`src/rtl/serial_sub_ctrl_pkg.sv`:
```
// Shared definitions for the digit-serial subtract controller.
// Holds the FSM encoding, the slice width and the pass-count helper.
package serial_sub_ctrl_pkg;

   typedef enum logic [1:0] {
      ST_IDLE = 2'd0,
      ST_RUN  = 2'd1,
      ST_DONE = 2'd2
   } sub_state_t;

   localparam int SLICE_W = 4;

   function automatic int nib_count(input int width);
      return width / SLICE_W;
   endfunction

endpackage

```
`src/rtl/serial_sub_ctrl_slice4.sv`:
```
// Combinational 4-bit subtract slice: s = a + ~b + cin, carry out on cout.
// A carry out of 1 means no borrow was generated by this nibble.
module sub_slice4 (
   input  logic [3:0] a,
   input  logic [3:0] b,
   input  logic       cin,
   output logic [3:0] s,
   output logic       cout
);

   logic [4:0] sum;

   always_comb begin
      sum  = {1'b0, a} + {1'b0, ~b} + 5'(cin);
      s    = sum[3:0];
      cout = sum[4];
   end

endmodule

```
`src/rtl/serial_sub_ctrl.sv`:
```
// Digit-serial WIDTH-bit subtractor: one 4-bit slice reused LS nibble first,
// inter-nibble borrow kept in borrow_r, result held until the next completion.
//
// state | meaning
// IDLE  | waiting for start; outputs hold the last result
// RUN   | one nibble per cycle through the slice, NIB cycles total
// DONE  | single-cycle done pulse, then back to IDLE
import serial_sub_ctrl_pkg::*;

module serial_sub_ctrl #(
   parameter int WIDTH = 16
) (
   input  logic             clk,
   input  logic             rst,
   input  logic             start,
   input  logic [WIDTH-1:0] a,
   input  logic [WIDTH-1:0] b,
   input  logic             bin,
   output logic             busy,
   output logic             done,
   output logic [WIDTH-1:0] diff,
   output logic             bout,
   output logic             zero
);

   localparam int NIB = nib_count(WIDTH);
   localparam int CW  = (NIB > 1) ? $clog2(NIB) : 1;
   localparam logic [CW-1:0] LAST = CW'(NIB - 1);

   sub_state_t       state;
   logic [WIDTH-1:0] opa;
   logic [WIDTH-1:0] opb;
   logic [WIDTH-1:0] res;
   logic [CW-1:0]    cnt;
   logic             borrow_r;

   logic [3:0]       slice_s;
   logic             slice_cout;
   logic [WIDTH-1:0] res_next;

   sub_slice4 u_slice (
      .a    (opa[SLICE_W-1:0]),
      .b    (opb[SLICE_W-1:0]),
      .cin  (~borrow_r),
      .s    (slice_s),
      .cout (slice_cout)
   );

   // New nibble enters at the top so the LS nibble lands at bit 0 after NIB passes.
   always_comb begin
      res_next = (res >> SLICE_W) | (WIDTH'(slice_s) << (WIDTH - SLICE_W));
   end

   always_ff @(posedge clk) begin
      if (rst) begin
         state    <= ST_IDLE;
         opa      <= '0;
         opb      <= '0;
         res      <= '0;
         cnt      <= '0;
         borrow_r <= 1'b0;
         busy     <= 1'b0;
         done     <= 1'b0;
         diff     <= '0;
         bout     <= 1'b0;
         zero     <= 1'b1;
      end else begin
         case (state)
            ST_IDLE: begin
               if (start) begin
                  opa      <= a;
                  opb      <= b;
                  borrow_r <= bin;
                  cnt      <= '0;
                  busy     <= 1'b1;
                  state    <= ST_RUN;
               end
            end
            ST_RUN: begin
               opa      <= opa >> SLICE_W;
               opb      <= opb >> SLICE_W;
               res      <= res_next;
               borrow_r <= ~slice_cout;
               cnt      <= cnt + 1'b1;
               if (cnt == LAST) begin
                  state <= ST_DONE;
                  busy  <= 1'b0;
                  done  <= 1'b1;
                  diff  <= res_next;
                  bout  <= ~slice_cout;
                  zero  <= (res_next == '0);
               end
            end
            ST_DONE: begin
               done  <= 1'b0;
               state <= ST_IDLE;
            end
            default: begin
               busy  <= 1'b0;
               done  <= 1'b0;
               state <= ST_IDLE;
            end
         endcase
      end
   end

endmodule

```
`config.mk`:
```
export PLATFORM = sky130hd
export DESIGN_NAME = serial_sub_ctrl
export DESIGN_NICKNAME = d
export VERILOG_FILES = /design/src/rtl/serial_sub_ctrl_pkg.sv /design/src/rtl/serial_sub_ctrl_slice4.sv /design/src/rtl/serial_sub_ctrl.sv
export SDC_FILE = /design/constraint.sdc
export NUM_CORES = 1
export LEC_CHECK = 0
export ABC_AREA = 1
export CAP_MARGIN = 20
export CORE_UTILIZATION = 45
export CTS_CLUSTER_SIZE = 12
export DETAILED_ROUTE_END_ITERATION = 6
export GPL_ROUTABILITY_DRIVEN = 0
export PLACE_DENSITY = 0.71
export SYNTH_ARGS = -nofsm -noshare
export SYNTH_HDL_FRONTEND = slang
export SYNTH_SLANG_ARGS = --single-unit
```
`constraint.sdc`:
```
create_clock -name clk -period 2.7 [get_ports clk]
set_clock_uncertainty 0.2 [all_clocks]
set_input_delay 0.405 -clock clk [delete_from_list [all_inputs] [get_ports clk]]
set_output_delay 0.405 -clock clk [all_outputs]
set_load 0.01 [all_outputs]
```
* Word level (Yosys, flattened, before mapping)
Cells that the tools add are included.
** Cells by class
- Muxes and demuxes :: 16
- Reduce and logical (&&, ||, !) cells :: 8
- Add/sub/neg operators :: 3
- Equality and inequality tests :: 5
- Bitwise logic cells :: 6
** Operator list (count)
- $pmux 16 s2 :: 2
- $mux 16 :: 2
- $logic_not 16->1 :: 1
- $or 12x16->16 :: 1
- $pmux 2 s2 :: 2
- $reduce_and 2->1 :: 4
- $mux 2 :: 3
- $add 4x4->5 :: 1
- $add 5x1->5 :: 1
- $eq 2x2->1 const B :: 2
- $mux 1 :: 4
- $ne 2x2->1 const B :: 2
- $not 1->1 :: 4
- $not 4->4 :: 1
- $pmux 1 s2 :: 2
- $pmux 1 s3 :: 1
- $reduce_and 3->1 :: 1
- $add 2x1->2 const B :: 1
- $eq 2x1->1 const B :: 1
- $logic_not 2->1 :: 1
- $reduce_bool 2->1 :: 1
** Storage, ports and cells
- Input port bits :: 36
- Word-level logic and storage cells :: 49
- Output and inout bits :: 20
- Flip-flop bits (word level) :: 73

* Depth between registers and ports, before layout
Gate-level depths: netlist of run 1.
- Depth in word-level cells :: 5
- Gate-level depth with buffers :: 10
- Gate-level depth less buffers :: 10

* By module
Synthesis of run 1 repeated with hierarchy kept, for this count alone.
** Unflattened totals
- Cells, all modules :: 446
- Area, all modules :: 3208.1 um^2
** By module, submodules not included
- serial_sub_ctrl :: sequential area each 1381.3 um^2, cells an instance 419, times used 1, area an instance 3032.9 um^2
- sub_slice4 :: sequential area each 0.0 um^2, cells an instance 27, times used 1, area an instance 175.2 um^2

* Least setup slack after synthesis of run 1
No wires, ideal clock.
- Path kind :: register to register
- Start :: reg opb[0]
- End :: reg zero
- Clock period less this slack :: 1.867 ns
- Data required time :: 2.385 ns
- Buffers on the path :: 0
- Library setup time :: 0.115 ns
- Stages on the path, launching flop included :: 11
- Slack :: 0.833 ns
- Data arrival time :: 1.552 ns
- Cell sequence :: dfxtp_1 -> inv_1 -> fa_1 -> inv_1 -> fa_1 -> nand2_1 -> nor2_1 -> nand2_1 -> nor2_1 -> nand3_1 -> nand2_1
** On the way
- Longest elaborated chain between the ends :: 5
** RTL lines
- start, declared :: RTL line serial_sub_ctrl.sv:32 : logic [WIDTH-1:0] opb;
- start signal, assigned :: RTL line serial_sub_ctrl.sv:81 : opb <= opb >> SLICE_W;
- $not 4->4 :: RTL line serial_sub_ctrl_slice4.sv:14 : sum = {1'b0, a} + {1'b0, ~b} + 5'(cin);
- $add 4x4->5 :: RTL line serial_sub_ctrl_slice4.sv:14
- $add 5x1->5 :: RTL line serial_sub_ctrl_slice4.sv:14
- $or 12x16->16 :: RTL line serial_sub_ctrl.sv:51 : res_next = (res >> SLICE_W) | (WIDTH'(slice_s) << (WIDTH - SLICE_W));
- $logic_not 16->1 :: RTL line serial_sub_ctrl.sv:91 : zero <= (res_next == '0);
- end signal, assigned :: RTL line serial_sub_ctrl.sv:91
- end, declared :: RTL line serial_sub_ctrl.sv:23 : output logic zero
No other way between the ends.
A chain may end at the register's enable or synchronous reset.

* Worst setup path in the final report of run 1
- Start :: reg borrow_r
- End :: reg zero
** On the way
- Longest elaborated chain between the ends :: 4
** RTL lines
- start, declared :: RTL line serial_sub_ctrl.sv:35 : logic borrow_r;
- start signal, assigned :: RTL line serial_sub_ctrl.sv:73 : borrow_r <= bin;
- start signal, assigned :: RTL line serial_sub_ctrl.sv:83 : borrow_r <= ~slice_cout;
- $not 1->1 :: RTL line serial_sub_ctrl.sv:44 : .cin (~borrow_r),
- $add 5x1->5 :: RTL line serial_sub_ctrl_slice4.sv:14
- $or 12x16->16 :: RTL line serial_sub_ctrl.sv:51
- $logic_not 16->1 :: RTL line serial_sub_ctrl.sv:91
No other way between the ends.

==> out/results.tsv, run 1 <==
stage	metric	value	unit
run_status	outcome	complete, no violations	
logic_synthesis	Avg Inst Size Synth	7.462	sq um
critical_path	Setup crit end kind	register	
logic_synthesis	syn_nets	427	
route	DR iter-0 viols	125	
logic_synthesis	largest area contributor in the netlist	dfxtp_1	
critical_path	Largest stage delay, worst path	450	ps
critical_path	Slowest cell on crit path	fa_1	
critical_path	critical path buffer and inverter count	2	
layout	Area Growth Syn to Fin	25.74	%
critical_path	Critical Path AT	2020	ps
layout	final instance area	3612	sq um
pwr	Max IR drop VDD	0.3145	mV
pwr	Power Total	2.150	mW
place	placed cell areas	3453	sq um
timing	Setup TNS	0	ps
global_route	global-route wire length before repair	10540	um
cts	Num CTS Buffers	9	
pwr	PwrDens	595.1	nW/um^2
cts	post-CTS sizing	0	
cts	number of hold buffers added after cts	0	
route	routed via count	2554	
cts	Clock Latency Late Sink	350	ps
cts	Sink Count	69	
critical_path	Worst Path Required	2740	ps
critical_path	CP Cell Sequence	inv_1 -> fa_1 -> inv_1 -> fa_1 -> nand2_1 -> nor2_1 -> nand2_1 -> nor2_1 -> nand3_1 -> nand2_1	
floorplan	Die Span Y	81.90	um
timing	Tmin final	1972	ps
timing	worst rel slew slack	63.49	%
timing	fmax	507.2	MHz
route	Avg WL per Cell	12.00	um
critical_path	CP Class	register to register	
cts	CTS clk-pin slew, worst paths	70	ps
critical_path	CP dominant cell by count	nand2_1	
global_route	vias in the first global route	2358	
place	# placed instances	500	
run	max cap viols	0	
logic_synthesis	Ys Warns	0	
timing	Max Slew Vio Count	0	
floorplan	die extent in x	81.90	um
layout	fraction of layout cells with a size suffix above 1	6.349	%
timing	Hold Violations, Final	0	
layout	final non-filler cell total	516	
floorplan	Initial Utilization	47.67	%
floorplan	Rows	28	
floorplan	Ports	56	
timing	final worst-path setup slack	728.2	ps
place	number of port buffers	55	
place	DP HPWL	4152	um
cts	Post-CTS Setup Inserts	0	
timing	Worst-Margin Slew	546.9	ps
global_route	total track usage	21.29	%
cts	Root Buffer	clkbuf_8	
critical_path	CP Launch Type	register	
logic_synthesis	Yosys reg bits	69	
critical_path	Crit path max-delay family	adder cells	
timing	final setup vio count	0	
cts	TritonCTS clock tree	yes	
global_route	grt ovf	0	
hold_path	HP Class	register to register	
cts	CTS max path bufs	2	
logic_synthesis	post-synth top area share	48.08	%
critical_path	worst-path fanout max	3	
floorplan	core area	6026	sq um
logic_synthesis	synthesized instance count	385	
layout	Core Util, Final	59.95	%
global_route	initial antenna violation count	0	
route	Post-DRT Antenna Nets	0	
global_route	pin count of the biggest net entering global routing	56	
logic_synthesis	Mapped Area	2873	sq um
timing	RSZ-0062 raised after global routing	false	
logic_synthesis	Area contributors post-synth	dfxtp_1, a21oi_1, nand2_1, o21ai_0, inv_1	
logic_synthesis	Cell variety after synth	21	
route	1st-pass router iterations	4	
place	pre-CTS setup slack	629.6	ps
logic_synthesis	Seq/Total Area, Yosys	48.08	%
route	vias per cell	4.950	
timing	Hold WS	260.1	ps
timing	Final Cycle Share	73.03	%
layout	Nets	478	
pwr	Lkg Pwr	1.509	nW
route	Routed WL	6190	um
layout	number of diodes	0	
route	Post-route DRC	0	
floorplan	full die area	6708	sq um
cts	H-tree depth	3	
[worst min-delay path: stages, from the launching register on]
cell and delay [ps]:
dfxtp_1 310, nand2_1 60, a21oi_1 50
[cells in the mapped netlist (all sizes together)]
library cell,n
o21ai,71
buf,11
nand3,11
nand2,75
ha,4
a21oi,60
a211oi,2
inv,53
dfxtp,69
clkbuf,11
nor2,15
fa,2
o211a,1
[kinds of logic after synthesis]
| logic type | count (synthesis) | share of synthesized area (%) |
|---|---|---|
| compound gates | 134 | 23.69 |
| fa+ha+maj | 6 | 3.136 |
| buf+inv | 75 | 10.98 |
| flops | 69 | 48.08 |
| simple gates | 101 | 14.11 |
[power breakdown]
group / leakage (nW) / total, mW / internal, mW / switching, mW
clock network: 0.0829 / 0.698 / 0.327 / 0.371
logic: 0.860 / 0.332 / 0.143 / 0.189
registers: 0.566 / 1.12 / 1.08 / 0.0371
[final timing paths]
path            start      end  slack, ps  cells past startpoint
min reg2reg   opb[12]  opb[12]        260                      2
min           opb[12]  opb[12]        260                      2
max          borrow_r     zero        730                     10
max reg2reg  borrow_r     zero        730                     10
[placed cells by master, fill, tap and decap left out]
cell	n
inv_2	4
nor2_2	1
a21oi_1	60
ha_1	4
clkdlybuf4s50_1	55
o211a_1	1
nand2_1	74
nand3_1	11
clkbuf_8	9
o21ai_0	52
inv_1	49
clkbuf_1	2
nor2_4	1
clkinvlp_4	1
buf_4	7
clkinv_2	4
o21ai_1	19
nor2_1	13
dfxtp_1	69
nand2_2	1
fa_1	2
a211oi_1	2
[routing by layer]
metal,up-vias,part of all wire [%],global-route usage [%],routed length (um)
li1,1347,-,-,-
met1,1145,50,28.56,3095
met2,52,44,31.40,2703
met3,10,4.1,6.000,255
met4,0,2.2,9.825,136
met5,-,0,0,0
[state kept, by name, summed over array words and instances, names as in the netlist, 2 cells and up]
register  cells
cnt           2
diff         16
opa          16
opb          16
res          12
state         2
[layout make-up]
| type | count | area, sq um |
|---|---|---|
| clock inverter | 5 | 27.53 |
| clock buffer | 11 | 131.4 |
| tap | 75 | 93.84 |
| inverter | 53 | 198.9 |
| multi-input combinational | 241 | 1176 |
| timing repair buffer | 62 | 603.1 |
| fill | 565 | 2414 |
| sequential | 69 | 1381 |
(Power assumes the default switching activity.)
==> run 2: changes to the inputs <==
PLACE_DENSITY = 0.74   (was 0.71)
clock period = 1.75 ns   (was 2.7 ns; I/O delays follow)
==> run 2 against run 1 <==
Net effect:
- the flow now finishes with violations (setup timing)
- first-iteration DRC count is 26% lower
- critical path depth stayed put
- global-route usage is 1.5 points lower
- final area is 5.5% higher
- die area stayed put
- cell count is 1.4% higher
- core utilization is 3.3 points higher
- combinational power is 72% higher
- power is 72% higher
- clock power is 99% higher
- via count is 0.43% lower
- non-clock buffer count is 7 higher
- critical endpoint unchanged
- largest cell class unchanged
- highest routed layer unchanged
==> out/results.tsv, run 2 (same netlist as run 1, synthesis figures left out) <==
stage	metric	value	unit
critical_path	CP Class	register to register	
floorplan	full die area	6708	sq um
layout	most common cell after layout, fill and taps aside	nand2_1	
global_route	grt ovf	0	
hold_path	HP Class	register to register	
place	DP HPWL	4181	um
timing	RSZ-0062 raised after global routing	true	
critical_path	Critical Path AT	1880	ps
floorplan	die extent in x	81.90	um
floorplan	Die Span Y	81.90	um
route	Routed WL	6011	um
cts	Sink Count	69	
layout	fillers	560	
route	DR iter-0 viols	92	
run_status	failing checks	setup timing	
layout	number of diodes	0	
timing	worst rel slew slack	78.93	%
route	vias per cell	4.862	
timing	Hold WS	262.1	ps
cts	Num CTS Buffers	9	
global_route	vias in the first global route	2321	
floorplan	Ports	56	
layout	commonest cells after routing, fill and taps aside	nand2_1, dfxtp_1, a21oi_1	
cts	CTS clk-pin slew, worst paths	70	ps
route	1st-pass router iterations	4	
cts	TritonCTS clock tree	yes	
global_route	pin count of the biggest net entering global routing	49	
cts	Root Buffer	clkbuf_8	
route	routed via count	2543	
pwr	PwrDens	969.6	nW/um^2
layout	Nets	485	
route	Avg WL per Cell	11.49	um
timing	Final Cycle Share	105.3	%
pwr	Max IR drop VDD	0.7706	mV
critical_path	Worst Path Required	1790	ps
timing	Max Slew Vio Count	0	
floorplan	Rows	28	
timing	Tmin final	1843	ps
pwr	Lkg Pwr	1.590	nW
route	Post-route DRC	0	
run_status	outcome	complete, but fails checks	
global_route	total track usage	19.84	%
floorplan	core area	6026	sq um
layout	Area Growth Syn to Fin	32.71	%
cts	Clock Latency Late Sink	340	ps
critical_path	Setup crit end kind	register	
layout	Core Util, Final	63.27	%
cts	number of hold buffers added after cts	0	
run	max cap viols	0	
timing	Setup TNS	-92.74	ps
pwr	Power Total	3.697	mW
critical_path	worst-path fanout max	2	
cts	H-tree depth	3	
timing	fmax	542.7	MHz
global_route	initial antenna violation count	0	
floorplan	Initial Utilization	47.67	%
layout	biggest regs	diff: 16 flops, opa: 16 flops, opb: 16 flops	
timing	Hold Violations, Final	0	
timing	final worst-path setup slack	-92.74	ps
cts	Post-CTS Setup Inserts	0	
route	Post-DRT Antenna Nets	0	
layout	fraction of layout cells with a size suffix above 1	10.27	%
critical_path	CP Launch Type	register	
timing	Worst-Margin Slew	312.8	ps
cts	CTS max path bufs	2	
place	pre-CTS setup slack	-76.46	ps
place	number of port buffers	55	
global_route	global-route wire length before repair	10120	um
timing	final setup vio count	1	
run 2: layer usage:
layer / vias up / global-route usage (%) / routed length [um]
met5: - / 0 / 0
li1: 1361 / - / -
met4: 0 / 8.772 / 103
met2: 56 / 33.64 / 2954
met1: 1116 / 23.77 / 2686
met3: 10 / 4.556 / 266
run 2: path summary, 6_finish.rpt:
check | start | endpoint | slack, ps | depth (start not counted)
setup reg to reg | opb[0] | zero | -90 | 10
setup / recovery | opb[0] | zero | -90 | 10
hold / removal | opa[14] | opa[14] | 260 | 2
hold reg to reg | opa[14] | opa[14] | 260 | 2
run 2: layout make-up:
type,count,area [sq um],share of cell area (%)
clock inverters,6,87.58,2.297
flip-flops and latches,69,1385,36.33
clock buffers,10,127.6,3.348
inverters,53,198.9,5.218
well taps,75,93.84,2.461
repair buffers,69,718.2,18.84
multi-input cells,241,1201,31.51
run 2: critical path, stage by stage (launching register included):
cell and delay, ps:
dfxtp_2 330, inv_2 40, fa_2 370, inv_2 70, fa_1 420, nand2_1 80, nor2_1 40, nand2_1 50
nor2_1 40, nand3_1 60, nand2_1 50
run 2: per-stage QoR:
step / std cells / cell area, sq um
finish: 523 / 3812
global route: 523 / 3812
CTS: 523 / 3796
detailed placement: 507 / 3572
global placement: 507 / 3572
floorplan: 385 / 2877
run 2: timing repair:
action                                  CTS  global route
resized for setup                         4             3
endpoints found under the setup margin    4             6
pin swaps                                 2             2
gates cloned                              0             0
run 2: power by group:
group	switching [mW]	leakage [nW]	internal [mW]
registers	0.0599	0.567	1.67
logic	0.302	0.913	0.270
clock network	0.592	0.110	0.802
total	0.953	1.59	2.74
==> run 3: changes to the inputs <==
CORE_MARGIN = 5   (was unset)
==> run 3 against run 2 <==
Net effect:
- the flow still finishes with violations (setup timing)
- maximum frequency increased by 0.21%
- critical path depth decreased by 3
- die area increased by 20%
- largest power group unchanged
- highest routed layer unchanged
==> out/results.tsv, run 3 (same netlist as run 1, synthesis figures left out) <==
stage	metric	value	unit
timing	final worst-path setup slack	-88.80	ps
timing	Setup TNS	-238.1	ps
global_route	pin count of the biggest net entering global routing	45	
floorplan	Rows	29	
floorplan	Die Span Y	89.90	um
layout	most common cell after layout, fill and taps aside	nand2_1	
layout	Storage cell area	1384	sq um
timing	Hold WS	262.3	ps
timing	Hold Violations, Final	0	
route	DR iter-0 viols	101	
hold_path	HP Class	register to register	
route	routed via count	2615	
cts	Root Buffer	clkbuf_8	
route	Routed WL	6488	um
run_status	failing checks	setup timing	
layout	Area Growth Syn to Fin	34.02	%
layout	fraction of layout cells with a size suffix above 1	11.36	%
global_route	total track usage	16.41	%
global_route	vias in the first global route	2521	
timing	Final Cycle Share	105.1	%
timing	fmax	543.8	MHz
global_route	grt ovf	0	
layout	biggest regs	diff: 16 flops, opa: 16 flops, opb: 16 flops	
place	DP HPWL	4540	um
cts	Clock Latency Late Sink	340	ps
layout	commonest cells after routing, fill and taps aside	nand2_1, dfxtp_1, a21oi_1	
layout	number of diodes	0	
critical_path	worst-path fanout max	2	
cts	TritonCTS clock tree	yes	
floorplan	Ports	56	
critical_path	Setup crit end kind	register	
route	1st-pass router iterations	4	
layout	final non-filler cell total	526	
floorplan	full die area	8082	sq um
cts	Num CTS Buffers	9	
run	max cap viols	0	
timing	final setup vio count	3	
pwr	PwrDens	1009	nW/um^2
cts	Sink Count	69	
layout	Nets	486	
critical_path	Critical Path AT	1910	ps
critical_path	Worst Path Required	1820	ps
layout	final instance area	3850	sq um
timing	Worst-Margin Slew	306.9	ps
place	# placed instances	509	
place	number of port buffers	55	
timing	Max Slew Vio Count	0	
floorplan	die extent in x	89.90	um
global_route	global-route wire length before repair	11140	um
floorplan	Initial Utilization	45.76	%
timing	worst rel slew slack	79.51	%
place	pre-CTS setup slack	-86.61	ps
floorplan	core area	6277	sq um
pwr	Max IR drop VDD	0.7539	mV
cts	CTS clk-pin slew, worst paths	70	ps
place	placed cell areas	3562	sq um
timing	Tmin final	1839	ps
cts	H-tree depth	3	
route	Post-DRT Antenna Nets	0	
run_status	outcome	complete, but fails checks	
route	Avg WL per Cell	12.33	um
critical_path	CP Launch Type	register	
route	vias per cell	4.971	
cts	number of hold buffers added after cts	0	
pwr	Lkg Pwr	1.623	nW
route	Post-route DRC	0	
timing	RSZ-0062 raised after global routing	true	
layout	Multi-input gate area	1211	sq um
critical_path	CP Class	register to register	
global_route	initial antenna violation count	0	
cts	CTS max path bufs	2	
layout	fillers	571	
[run 3: cell types whose count changed in the layout (fill, tap and decap cells not counted), sizes merged]
cell           before  now
clkinv              4    1
dlymetal6s2s        0    1
bufinv              2    3
buf                14   15
clkdlybuf4s50      55   54
clkbuf             10   12
[run 3: final timing paths]
| check | start | to | slack (ps) | cells past startpoint |
|---|---|---|---|---|
| setup / recovery | borrow_r | res[13] | -90 | 7 |
| hold / removal | opb[8] | opb[8] | 260 | 2 |
| setup reg to reg | borrow_r | res[13] | -90 | 7 |
| hold reg to reg | opb[8] | opb[8] | 260 | 2 |
[run 3: metrics by stage]
step | utilization, % | power [mW]
finish | 61.33 | 3.884
global route | 61.33 | 4.090
CTS | 60.65 | 3.882
detailed placement | 56.75 | 2.324
global placement | 56.75 | 2.308
floorplan | - | 2.107
[run 3: final cells by class]
| class | count | share of cell area [%] |
|---|---|---|
| clock buffers | 12 | 3.770 |
| clock inverters | 4 | 2.470 |
| inverters | 53 | 5.167 |
| multi-input cells | 241 | 31.46 |
| flip-flops and latches | 69 | 35.94 |
| well taps | 77 | 2.502 |
| repair buffers | 70 | 18.69 |
[run 3: critical path: stages (launching register included)]
cell and delay, ps:
dfxtp_1 330, inv_1 50, fa_2 340, inv_2 60
fa_2 430, buf_4 150, buf_6 110, a21oi_2 100
[run 3: report_power, final]
group	switching (mW)	internal [mW]
clock network	0.569	0.985
registers	0.0586	1.67
logic	0.316	0.284
[run 3: timing repair]
action | 4_1_cts | 5_1_grt
pin swaps | 2 | 2
resized for setup | 3 | 11
buffers inserted | 0 | 1
endpoints found under the hold margin | 0 | 0
endpoints found under the setup margin | 3 | 9
gates cloned | 0 | 0
[run 3: metal layers]
layer	track usage, %	part of all wire (%)	vias to the layer above
li1	-	-	1364
met5	0	0	-
met4	4.839	0.86	0
met2	28.78	50	67
met1	18.22	43	1178
met3	6.511	6.3	6
